--- config.mk ---
export PLATFORM = sky130hd
export DESIGN_NAME = tree_cmd_ctrl
export DESIGN_NICKNAME = d
export VERILOG_FILES = /design/src/rtl/tree_pkg.sv /design/src/rtl/btn_edge.sv /design/src/rtl/tree_cmd_ctrl.sv
export SDC_FILE = /design/constraint.sdc
export NUM_CORES = 1
export LEC_CHECK = 0
export BUFFER_PORTS_ARGS = -buffer_cell sky130_fd_sc_hd__buf_2
export CORE_ASPECT_RATIO = 0.6
export CORE_UTILIZATION = 25
export DETAILED_ROUTE_END_ITERATION = 10
export SLEW_MARGIN = 10
export SYNTH_ARGS = -nofsm -noshare
export SYNTH_HDL_FRONTEND = slang
export SYNTH_SLANG_ARGS = --single-unit
--- constraint.sdc ---
create_clock -name clk -period 1.7 [get_ports clk]
set_clock_uncertainty 0.15 [all_clocks]
set_input_delay 0 -clock clk [delete_from_list [all_inputs] [get_ports clk]]
set_output_delay 0 -clock clk [all_outputs]
set_load 0.02 [all_outputs]
--- src/rtl/tree_pkg.sv ---
// Shared encodings for the tree command sequencer: op codes, FSM states, status codes.
package tree_pkg;

  typedef enum logic [1:0] {
    OP_NONE = 2'b00,
    OP_INS  = 2'b01,
    OP_FIND = 2'b10,
    OP_DEL  = 2'b11
  } op_e;

  typedef enum logic [2:0] {
    IDLE,
    CHECK,
    ISSUE,
    WAIT,
    REPORT
  } state_e;

  localparam logic [7:0] ST_EMPTY = 8'hE0;
  localparam logic [7:0] ST_FULL  = 8'hE1;
  localparam logic [7:0] ST_MISS  = 8'hE2;
  localparam logic [7:0] ST_TMO   = 8'hEF;
  localparam logic [3:0] TAG_INS  = 4'hA;
  localparam logic [3:0] TAG_DEL  = 4'hD;

endpackage

--- src/rtl/btn_edge.sv ---
// Button synchronizer plus rising-edge detect; a held button yields a single press pulse.
module btn_edge #(
  parameter int SYNC_STAGES = 2
) (
  input  logic clk,
  input  logic rst,
  input  logic i_btn,
  output logic o_pulse
);

  logic [SYNC_STAGES-1:0] r_sync;
  logic                   r_prev;

  always_ff @(posedge clk or negedge rst) begin
    if (!rst) begin
      r_sync <= '0;
      r_prev <= 1'b0;
    end else begin
      r_sync <= {r_sync[SYNC_STAGES-2:0], i_btn};
      r_prev <= r_sync[SYNC_STAGES-1];
    end
  end

  assign o_pulse = r_sync[SYNC_STAGES-1] & ~r_prev;

endmodule

--- src/rtl/tree_cmd_ctrl.sv ---
// Button-driven command sequencer for the tree key store: arbitrate, guard, issue, wait, report.
module tree_cmd_ctrl import tree_pkg::*; #(
  parameter int KEY_W       = 4,
  parameter int DATA_W      = 8,
  parameter int TIMEOUT     = 64,
  parameter int SYNC_STAGES = 2
) (
  input  logic              clk,
  input  logic              rst,
  input  logic              k0,
  input  logic              k1,
  input  logic              k2,
  input  logic [KEY_W-1:0]  sw,
  output logic [DATA_W-1:0] led,
  output logic              busy,
  output logic              err,
  output logic              tree_req,
  output logic [1:0]        tree_op,
  output logic [KEY_W-1:0]  tree_key,
  input  logic              tree_done,
  input  logic              tree_hit,
  input  logic [DATA_W-1:0] tree_rdata,
  input  logic              buf_full,
  input  logic              buf_empty
);

  localparam int CW = (TIMEOUT > 2) ? $clog2(TIMEOUT) : 1;
  localparam logic [CW-1:0] TMAX = CW'(TIMEOUT - 1);

  logic w_find, w_ins, w_del;
  op_e  w_op;

  btn_edge #(.SYNC_STAGES(SYNC_STAGES)) u_k0 (.clk(clk), .rst(rst), .i_btn(k0), .o_pulse(w_find));
  btn_edge #(.SYNC_STAGES(SYNC_STAGES)) u_k1 (.clk(clk), .rst(rst), .i_btn(k1), .o_pulse(w_ins));
  btn_edge #(.SYNC_STAGES(SYNC_STAGES)) u_k2 (.clk(clk), .rst(rst), .i_btn(k2), .o_pulse(w_del));

  // Same-cycle presses: insert wins, then remove, then find.
  always_comb begin
    w_op = OP_NONE;
    if (w_ins)       w_op = OP_INS;
    else if (w_del)  w_op = OP_DEL;
    else if (w_find) w_op = OP_FIND;
  end

  state_e              r_st;
  op_e                 r_op;
  logic [KEY_W-1:0]    r_key;
  logic [DATA_W-1:0]   r_led;
  logic                r_busy, r_err, r_req;
  logic [CW-1:0]       r_cnt;

  always_ff @(posedge clk or negedge rst) begin
    if (!rst) begin
      r_st   <= IDLE;
      r_op   <= OP_NONE;
      r_key  <= '0;
      r_led  <= '0;
      r_busy <= 1'b0;
      r_err  <= 1'b0;
      r_req  <= 1'b0;
      r_cnt  <= '0;
    end else begin
      case (r_st)
        IDLE: if (w_op != OP_NONE) begin
          r_key  <= sw;
          r_op   <= w_op;
          r_busy <= 1'b1;
          r_err  <= 1'b0;
          r_st   <= CHECK;
        end
        CHECK: begin
          if (r_op == OP_INS && buf_full) begin
            r_led <= DATA_W'(ST_FULL);
            r_err <= 1'b1;
            r_st  <= REPORT;
          end else if (r_op != OP_INS && buf_empty) begin
            r_led <= DATA_W'(ST_EMPTY);
            r_err <= 1'b1;
            r_st  <= REPORT;
          end else begin
            r_req <= 1'b1;
            r_st  <= ISSUE;
          end
        end
        ISSUE: begin
          r_req <= 1'b0;
          r_cnt <= '0;
          r_st  <= WAIT;
        end
        WAIT: begin
          if (tree_done) begin
            r_st <= REPORT;
            if (r_op == OP_INS) begin
              r_led <= DATA_W'({TAG_INS, r_key});
            end else if (!tree_hit) begin
              r_led <= DATA_W'(ST_MISS);
              r_err <= 1'b1;
            end else if (r_op == OP_FIND) begin
              r_led <= tree_rdata;
            end else begin
              r_led <= DATA_W'({TAG_DEL, r_key});
            end
          end else if (r_cnt == TMAX) begin
            r_led <= DATA_W'(ST_TMO);
            r_err <= 1'b1;
            r_st  <= REPORT;
          end else begin
            r_cnt <= r_cnt + 1'b1;
          end
        end
        REPORT: begin
          r_busy <= 1'b0;
          r_op   <= OP_NONE;
          r_st   <= IDLE;
        end
        default: r_st <= IDLE;
      endcase
    end
  end

  assign led      = r_led;
  assign busy     = r_busy;
  assign err      = r_err;
  assign tree_req = r_req;
  assign tree_op  = r_op;
  assign tree_key = r_key;

endmodule

# ---- Word level (Yosys, flattened, before mapping)
# Cells that the tools add are included.
dict set report word_totals {
  reg_bits 35
  output_inout_bits 17
  word_cells 89
}
dict set report classes {
  n_addsub 1
  eq_ne 17
  n_mux 35
  bitwise 6
  reduce_logical 16
}
# cell n
set op_table {}
lappend op_table {{$mux 8} 7}
lappend op_table {{$pmux 8 s2} 1}
lappend op_table {{$mux 3} 5}
lappend op_table {{$mux 6} 2}
lappend op_table {{$ne 3x3->1 const B} 4}
lappend op_table {{$pmux 3 s4} 1}
lappend op_table {{$pmux 6 s2} 1}
lappend op_table {{$mux 1} 10}
lappend op_table {{$ne 2x2->1 const B} 5}
lappend op_table {{$reduce_bool 2->1} 5}
lappend op_table {{$reduce_and 3->1} 3}
lappend op_table {{$mux 2} 4}
lappend op_table {{$add 6x1->6 const B} 1}
lappend op_table {{$eq 3x2->1 const B} 2}
lappend op_table {{$eq 6x6->1 const B} 1}
lappend op_table {{$reduce_and 2->1} 3}
lappend op_table {{$reduce_and 6->1} 1}
lappend op_table {{$pmux 1 s2} 2}
lappend op_table {{$pmux 2 s2} 1}
lappend op_table {{$and 1x1->1} 3}
lappend op_table {{$eq 3x1->1 const B} 1}
lappend op_table {{$eq 3x3->1 const B} 1}
lappend op_table {{$logic_not 3->1} 1}
lappend op_table {{$not 1->1} 3}
lappend op_table {{6 further kinds} 7}

# ---- Logic depth before layout (Yosys ltp)
dict set report logic_depth {
  depth_word 8
  mapped_depth 6
  depth_no_buf 6
}

# ---- Cells and area by module
# Synthesis repeated with hierarchy kept, for this count alone.
dict set report unflattened {
  cells_unflattened 150
  hier_area_um2 1644.1
}
# mod instances cells_each area_each_um2
set modules_own_cells {}
lappend modules_own_cells {tree_cmd_ctrl 1 138 1377.6}
lappend modules_own_cells {btn_edge 3 4 88.8}

# ---- Least setup slack after synthesis
# OpenSTA, ideal clock, no wires.
dict set report synth_timing {
  kind {register to register}
  from {reg r_cnt[0]}
  to {reg r_led[0], in the netlist led[0]}
  setup_ps 92
  arrival_time_ps 1580
  path_slack_ps -121
  path_stages_with_launch 6
  period_less_slack_ps 1821
  path_cell_list {dfrtp_1 ha_1 nand3_4 o21a_4 or3_4 o31ai_2}
}
dict set report synth_via {
  elab_chain_len 3
}
# item line_no
set synth_rtl {}
lappend synth_rtl {{start: declaration} tree_cmd_ctrl.sv:50} ;# logic [CW-1:0] r_cnt;
lappend synth_rtl {{start signal: assignment} tree_cmd_ctrl.sv:108} ;# r_cnt <= r_cnt + 1'b1;
lappend synth_rtl {{$eq 6x6->1} tree_cmd_ctrl.sv:103} ;# end else if (r_cnt == TMAX) begin
lappend synth_rtl {{$ne 3x3->1 (no line)} --}
lappend synth_rtl {{$reduce_and 3->1 (no line)} --}
lappend synth_rtl {{end signal: assignment} tree_cmd_ctrl.sv:99} ;# r_led <= tree_rdata;
lappend synth_rtl {{end signal: assignment} tree_cmd_ctrl.sv:101} ;# r_led <= DATA_W'({TAG_DEL, r_key});
lappend synth_rtl {{end signal: assignment} tree_cmd_ctrl.sv:104} ;# r_led <= DATA_W'(ST_TMO);
lappend synth_rtl {{end: declaration} tree_cmd_ctrl.sv:48} ;# logic [DATA_W-1:0] r_led;
# Every way passes these cells.
# A chain may end at the register's enable or synchronous reset.

# ---- Final worst setup path
dict set report layout_timing {
  from {reg r_cnt[0]}
  to {reg r_led[1], in the netlist led[1]}
}
# Same word-level chain as after synthesis.

==> out/qor_table.md <==
| Stage | Result | Reported |
| --- | --- | --- |
| outcome | Result of the run | finished, violations left |
| outcome | Violated checks | negative setup slack |
| placement | PortBufs | 37 |
| logic synthesis | Flip-flop cell with the highest count after synthesis | sky130_fd_sc_hd__dfrtp_1 |
| detailed routing | ANT nets after route | 0 |
| final layout | Area overhead of the layout relative to synthesis | 47.2% |
| power | Sw Share | 39.7% |
| detailed routing | Via count | 1,329 |
| logic synthesis | Async S/R FF share, synth | 100% |
| grt | Wire length of the first global-routing pass | 6.38 mm |
| worst setup path | Cell with the biggest individual delay on the critical path | sky130_fd_sc_hd__dfrtp_1 |
| worst setup path | Cell depth of the worst flop-to-flop path | 6 |
| worst setup path | Highest net fanout along the worst path | 5 |
| clock network | TritonCTS clock tree | yes |
| timing | Setup repair after global routing missed its margin | true |
| timing | Slew @ Worst Pin | 0.767 ns |
| detailed routing | Number of remaining DRC errors | 0 |
| final layout | Proportion of layout cells with a drive suffix above 1 | 38.6% |
| floorplanning | Initial core utilization | 26.8% |
| timing | Max_slew headroom | 48.9% |
| flow run | Max_cap viols | 0 |
| power | Logic gate share of total power | 45.7% |
| detailed routing | Wirelength, routed | 3.99 mm |
| logic synthesis | Flip-flop and latch count after synthesis | 35 |
| floorplanning | Die area | 6540 sq um |
| worst setup path | WP data required | 1.72 ns |
| floorplanning | Row Count | 21 |
| detailed routing | Wire per inst | 13.8 um |
| grt | Antenna violations before repair | 0 |
| clock network | Reg clk slew, reported paths | 0.07 ns |
| timing | Fin Hold WS | 0.152 ns |
| logic synthesis | Leading cell type by number of instances after synthesis | sky130_fd_sc_hd__dfrtp_1 |
| worst setup path | Crit path depth | 6 |
| logic synthesis | Cell count after synthesis | 133 |
| logic synthesis | EDFF count, synth | 0 |
| power | Tot Pwr | 3.47 mW |
| grt | Final global-route overflow total | 0 |
| worst setup path | Startpoint-to-endpoint class of the critical path | reg2reg |
| floorplanning | Core Footprint | 5780 sq um |
| grt | Via count of the first global-routing pass | 1,282 |
| floorplanning | Die Height | 63.0 um |
| worst setup path | Critical Path Sink Type | flip-flop |
| timing | Number of hold violations in the final report | 0 |
| logic synthesis | Area of the mapped netlist | 1550 sq um |
| clock network | # H-tree levels | 2 |
| power | Portion of total power attributed to the clock network | 16.5% |
| power | Share of power burned in registers | 37.8% |
| logic synthesis | Number of different library cells in the post-synthesis netlist | 44 |
| placement | Post-detailed-placement half-perimeter wirelength | 2.84 mm |
| clock network | Clock Latency Late Sink | 0.28 ns |
| power | Internal cell power | 2.09 mW |
| logic synthesis | Avg Inst Size Synth | 11.7 sq um |
| logic synthesis | Net Count, Synth | 155 |
| final layout | # diodes | 0 |
| worst setup path | Total buffers and inverters traversed by the critical path | 1 |
| clock network | Number of buffers on the longest clock path | 2 |
| worst setup path | Startpoint Class | flip-flop |
| clock network | Number of buffers added by the clock tree synthesis step | 5 |
| detailed routing | Detail-routed via count per cell | 4.58 |
| timing | Final worst path period need | 1.71 ns |
| logic synthesis | Top cell types by occurrence after synthesis | sky130_fd_sc_hd__dfrtp_1, sky130_fd_sc_hd__nand2_1, sky130_fd_sc_hd__o21ai_0 |
| power | Leakage power total | 1.03 nW |
| placement | Placed cells | 260 |
| grt | Maximum number of pins on one net before global-route repair | 36 |
| final layout | Fin cells | 290 |
| min path | Depth of the worst hold-timing path | 5 |
| logic synthesis | Number of warnings reported in the yosys synthesis log | 0 |
| timing | Fin. max-slew vios | 0 |
| logic synthesis | Area leader, netlist | sky130_fd_sc_hd__dfrtp_1 |
| timing | Period utilisation layout | 100% |
| timing | Minimum setup slack in the final design | -0.00509 ns |
| clock network | Master cell of the clock root buffer | sky130_fd_sc_hd__clkbuf_8 |
| logic synthesis | Sequential-to-total area share from yosys stat | 56.5% |
| final layout | Nets@finish | 231 |
| placement | RD Place Congestion | 0.793 |
| grt | Overall Global Routing Usage | 12.8% |
| worst setup path | Peak per-stage delay on the critical path | 0.40 ns |
| logic synthesis | Leading post-synthesis cells by cell area | sky130_fd_sc_hd__dfrtp_1, sky130_fd_sc_hd__o21ai_0, sky130_fd_sc_hd__mux2_1 |
| detailed routing | Drt pass-1 iters | 4 |
| worst setup path | Crit-path leading delay family | simple AND/OR/NAND/NOR gates |
| clock network | Number of clock sinks seen by CTS | 35 |
| floorplanning | Number of top-level design ports | 38 |
| detailed routing | Starting DRT DRC Count | 36 |
| worst setup path | Cells along the critical path | ha_4 -> nand3_4 -> o21a_4 -> or3_4 -> inv_4 -> o32ai_1 |
| timing | Fmax | 586 MHz |
| power | Maximum ir drop on the vdd rail | 592 uV |
| timing | Setup violators final | 1 |
| power | Switch Pwr | 1.38 mW |
| worst setup path | Arr. time, crit path | 1.72 ns |
| logic synthesis | Fraction of synthesized cell area taken by the top area cell type | 56.5% |
| power | Power density of the placed cells | 1520 nW/um^2 |
| floorplanning | Die W | 104 um |
| min path | Hold WC Path Type | in2reg |
==> per-stage QoR <==
step | cell area [sq um] | setup slack (ns) | util (%) | setup TNS [ns]
4_1_cts | 2240 | -0.00274 | 38.8 | -0.00274
3_5_place_dp | 1960 | -0.0236 | 33.9 | -0.0255
6_report | 2280 | -0.00509 | 39.5 | -0.00509
2_1_floorplan | 1610 | -0.00485 | - | -0.00971
3_3_place_gp | 1960 | 0.0297 | 33.9 | 0
5_1_grt | 2280 | -0.0634 | 39.5 | -0.394
==> per-layer routing <==
| layer | vias up | wire, um | track usage [%] |
|---|---|---|---|
| met5 | - | 0 | 0 |
| met1 | 644 | 2070 | 18.5 |
| met3 | 5 | 175 | 3.23 |
| met2 | 31 | 1720 | 18.3 |
| li1 | 649 | - | - |
| met4 | 0 | 27 | 4.29 |
==> worst paths after layout <==
kind / to / from / slack (ns)
worst min-delay path: r_st[1]$_DFFE_PN0P_ / buf_empty / 0.15
worst max register to register: led[1]$_DFFE_PN0P_ / r_cnt[0]$_DFFE_PN0P_ / -0.005
max in group asynchronous: tree_op[1]$_DFFE_PN0P_ / rst / 0.67
worst max-delay path: led[1]$_DFFE_PN0P_ / r_cnt[0]$_DFFE_PN0P_ / -0.005
min in group asynchronous: r_cnt[3]$_DFFE_PN0P_ / rst / 0.18
worst min register to register: u_k0.r_sync[1]$_DFF_PN0_ / u_k0.r_sync[0]$_DFF_PN0_ / 0.20
==> layout make-up <==
cell class                      count  area [sq um]
Timing Repair Buffer               70           478
Multi-Input combinational cell     90           717
Inverter                            7          28.8
Clock inverter                      1          5.00
Fill cell                         568          3500
Tap cell                           80           100
Clock buffer                        7          76.3
Sequential cell                    35           878
==> flip-flops by register name, summed over array words and instances, names as in the netlist, 2 cells and up <==
register	flops
led	8
r_cnt	6
r_st	3
tree_key	4
tree_op	2
u_k0.r_sync	2
u_k1.r_sync	2
u_k2.r_sync	2
==> placed cells by master, fill, tap and decap left out, types with 2 or more instances in the layout <==
master / instances
sky130_fd_sc_hd__dfrtp_2: 2
sky130_fd_sc_hd__buf_4: 15
sky130_fd_sc_hd__o211ai_1: 2
sky130_fd_sc_hd__nor3b_1: 2
sky130_fd_sc_hd__o31ai_4: 2
sky130_fd_sc_hd__dlygate4sd3_1: 18
sky130_fd_sc_hd__a21oi_1: 3
sky130_fd_sc_hd__a221oi_1: 2
sky130_fd_sc_hd__or4_1: 2
sky130_fd_sc_hd__and3_1: 3
sky130_fd_sc_hd__dfrtp_1: 33
sky130_fd_sc_hd__clkbuf_8: 5
sky130_fd_sc_hd__mux2_1: 2
sky130_fd_sc_hd__o2bb2ai_1: 3
sky130_fd_sc_hd__buf_2: 37
sky130_fd_sc_hd__clkbuf_1: 2
sky130_fd_sc_hd__nor3_1: 2
sky130_fd_sc_hd__inv_1: 6
sky130_fd_sc_hd__or3_4: 2
sky130_fd_sc_hd__o21a_1: 3
sky130_fd_sc_hd__mux2_4: 2
sky130_fd_sc_hd__nor2_1: 5
sky130_fd_sc_hd__o21ai_0: 8
sky130_fd_sc_hd__nand3_1: 6
sky130_fd_sc_hd__nor2b_4: 2
sky130_fd_sc_hd__nand2_1: 11
==> power by group through the flow <==
| stage | Clock [mW] | Combinational, mW | Sequential (mW) |
|---|---|---|---|
| 2_1_floorplan | 0 | 0.696 | 1.52 |
| 3_3_place_gp | 0 | 1.44 | 1.31 |
| 3_5_place_dp | 0 | 1.46 | 1.31 |
| 4_1_cts | 0.593 | 1.52 | 1.31 |
| 5_1_grt | 0.634 | 1.74 | 1.35 |
| 6_report | 0.571 | 1.58 | 1.31 |
==> logic make-up (layout without fill, tap and decap cells) <==
| kind of cell | Yosys count | count (layout) | share of synthesized area [%] |
|---|---|---|---|
| buf+inv | 8 | 85 | 2.10 |
| xor+xnor | 1 | 1 | 0.565 |
| flops | 35 | 35 | 56.5 |
| fa+ha+maj | 1 | 1 | 0.806 |
| mux | 5 | 5 | 3.55 |
| simple gates | 48 | 48 | 18.7 |
| compound gates | 35 | 35 | 17.8 |
==> repair_timing <==
item | in CTS | in global routing
pin swaps | 1 | 0
endpoints found under the hold margin | 50 | 0
endpoints found under the setup margin | 5 | 11
resized for setup | 0 | 6
buffers inserted | 3 | 1
hold buffers | 18 | 0
==> tightest hold or removal path: stages <==
cell and delay, ns:
sky130_fd_sc_hd__buf_2 0.10, sky130_fd_sc_hd__a211oi_2 0.07, sky130_fd_sc_hd__buf_4 0.16, sky130_fd_sc_hd__o21ai_0 0.14, sky130_fd_sc_hd__a21oi_1 0.07
Power figures use the tool's default switching activity.
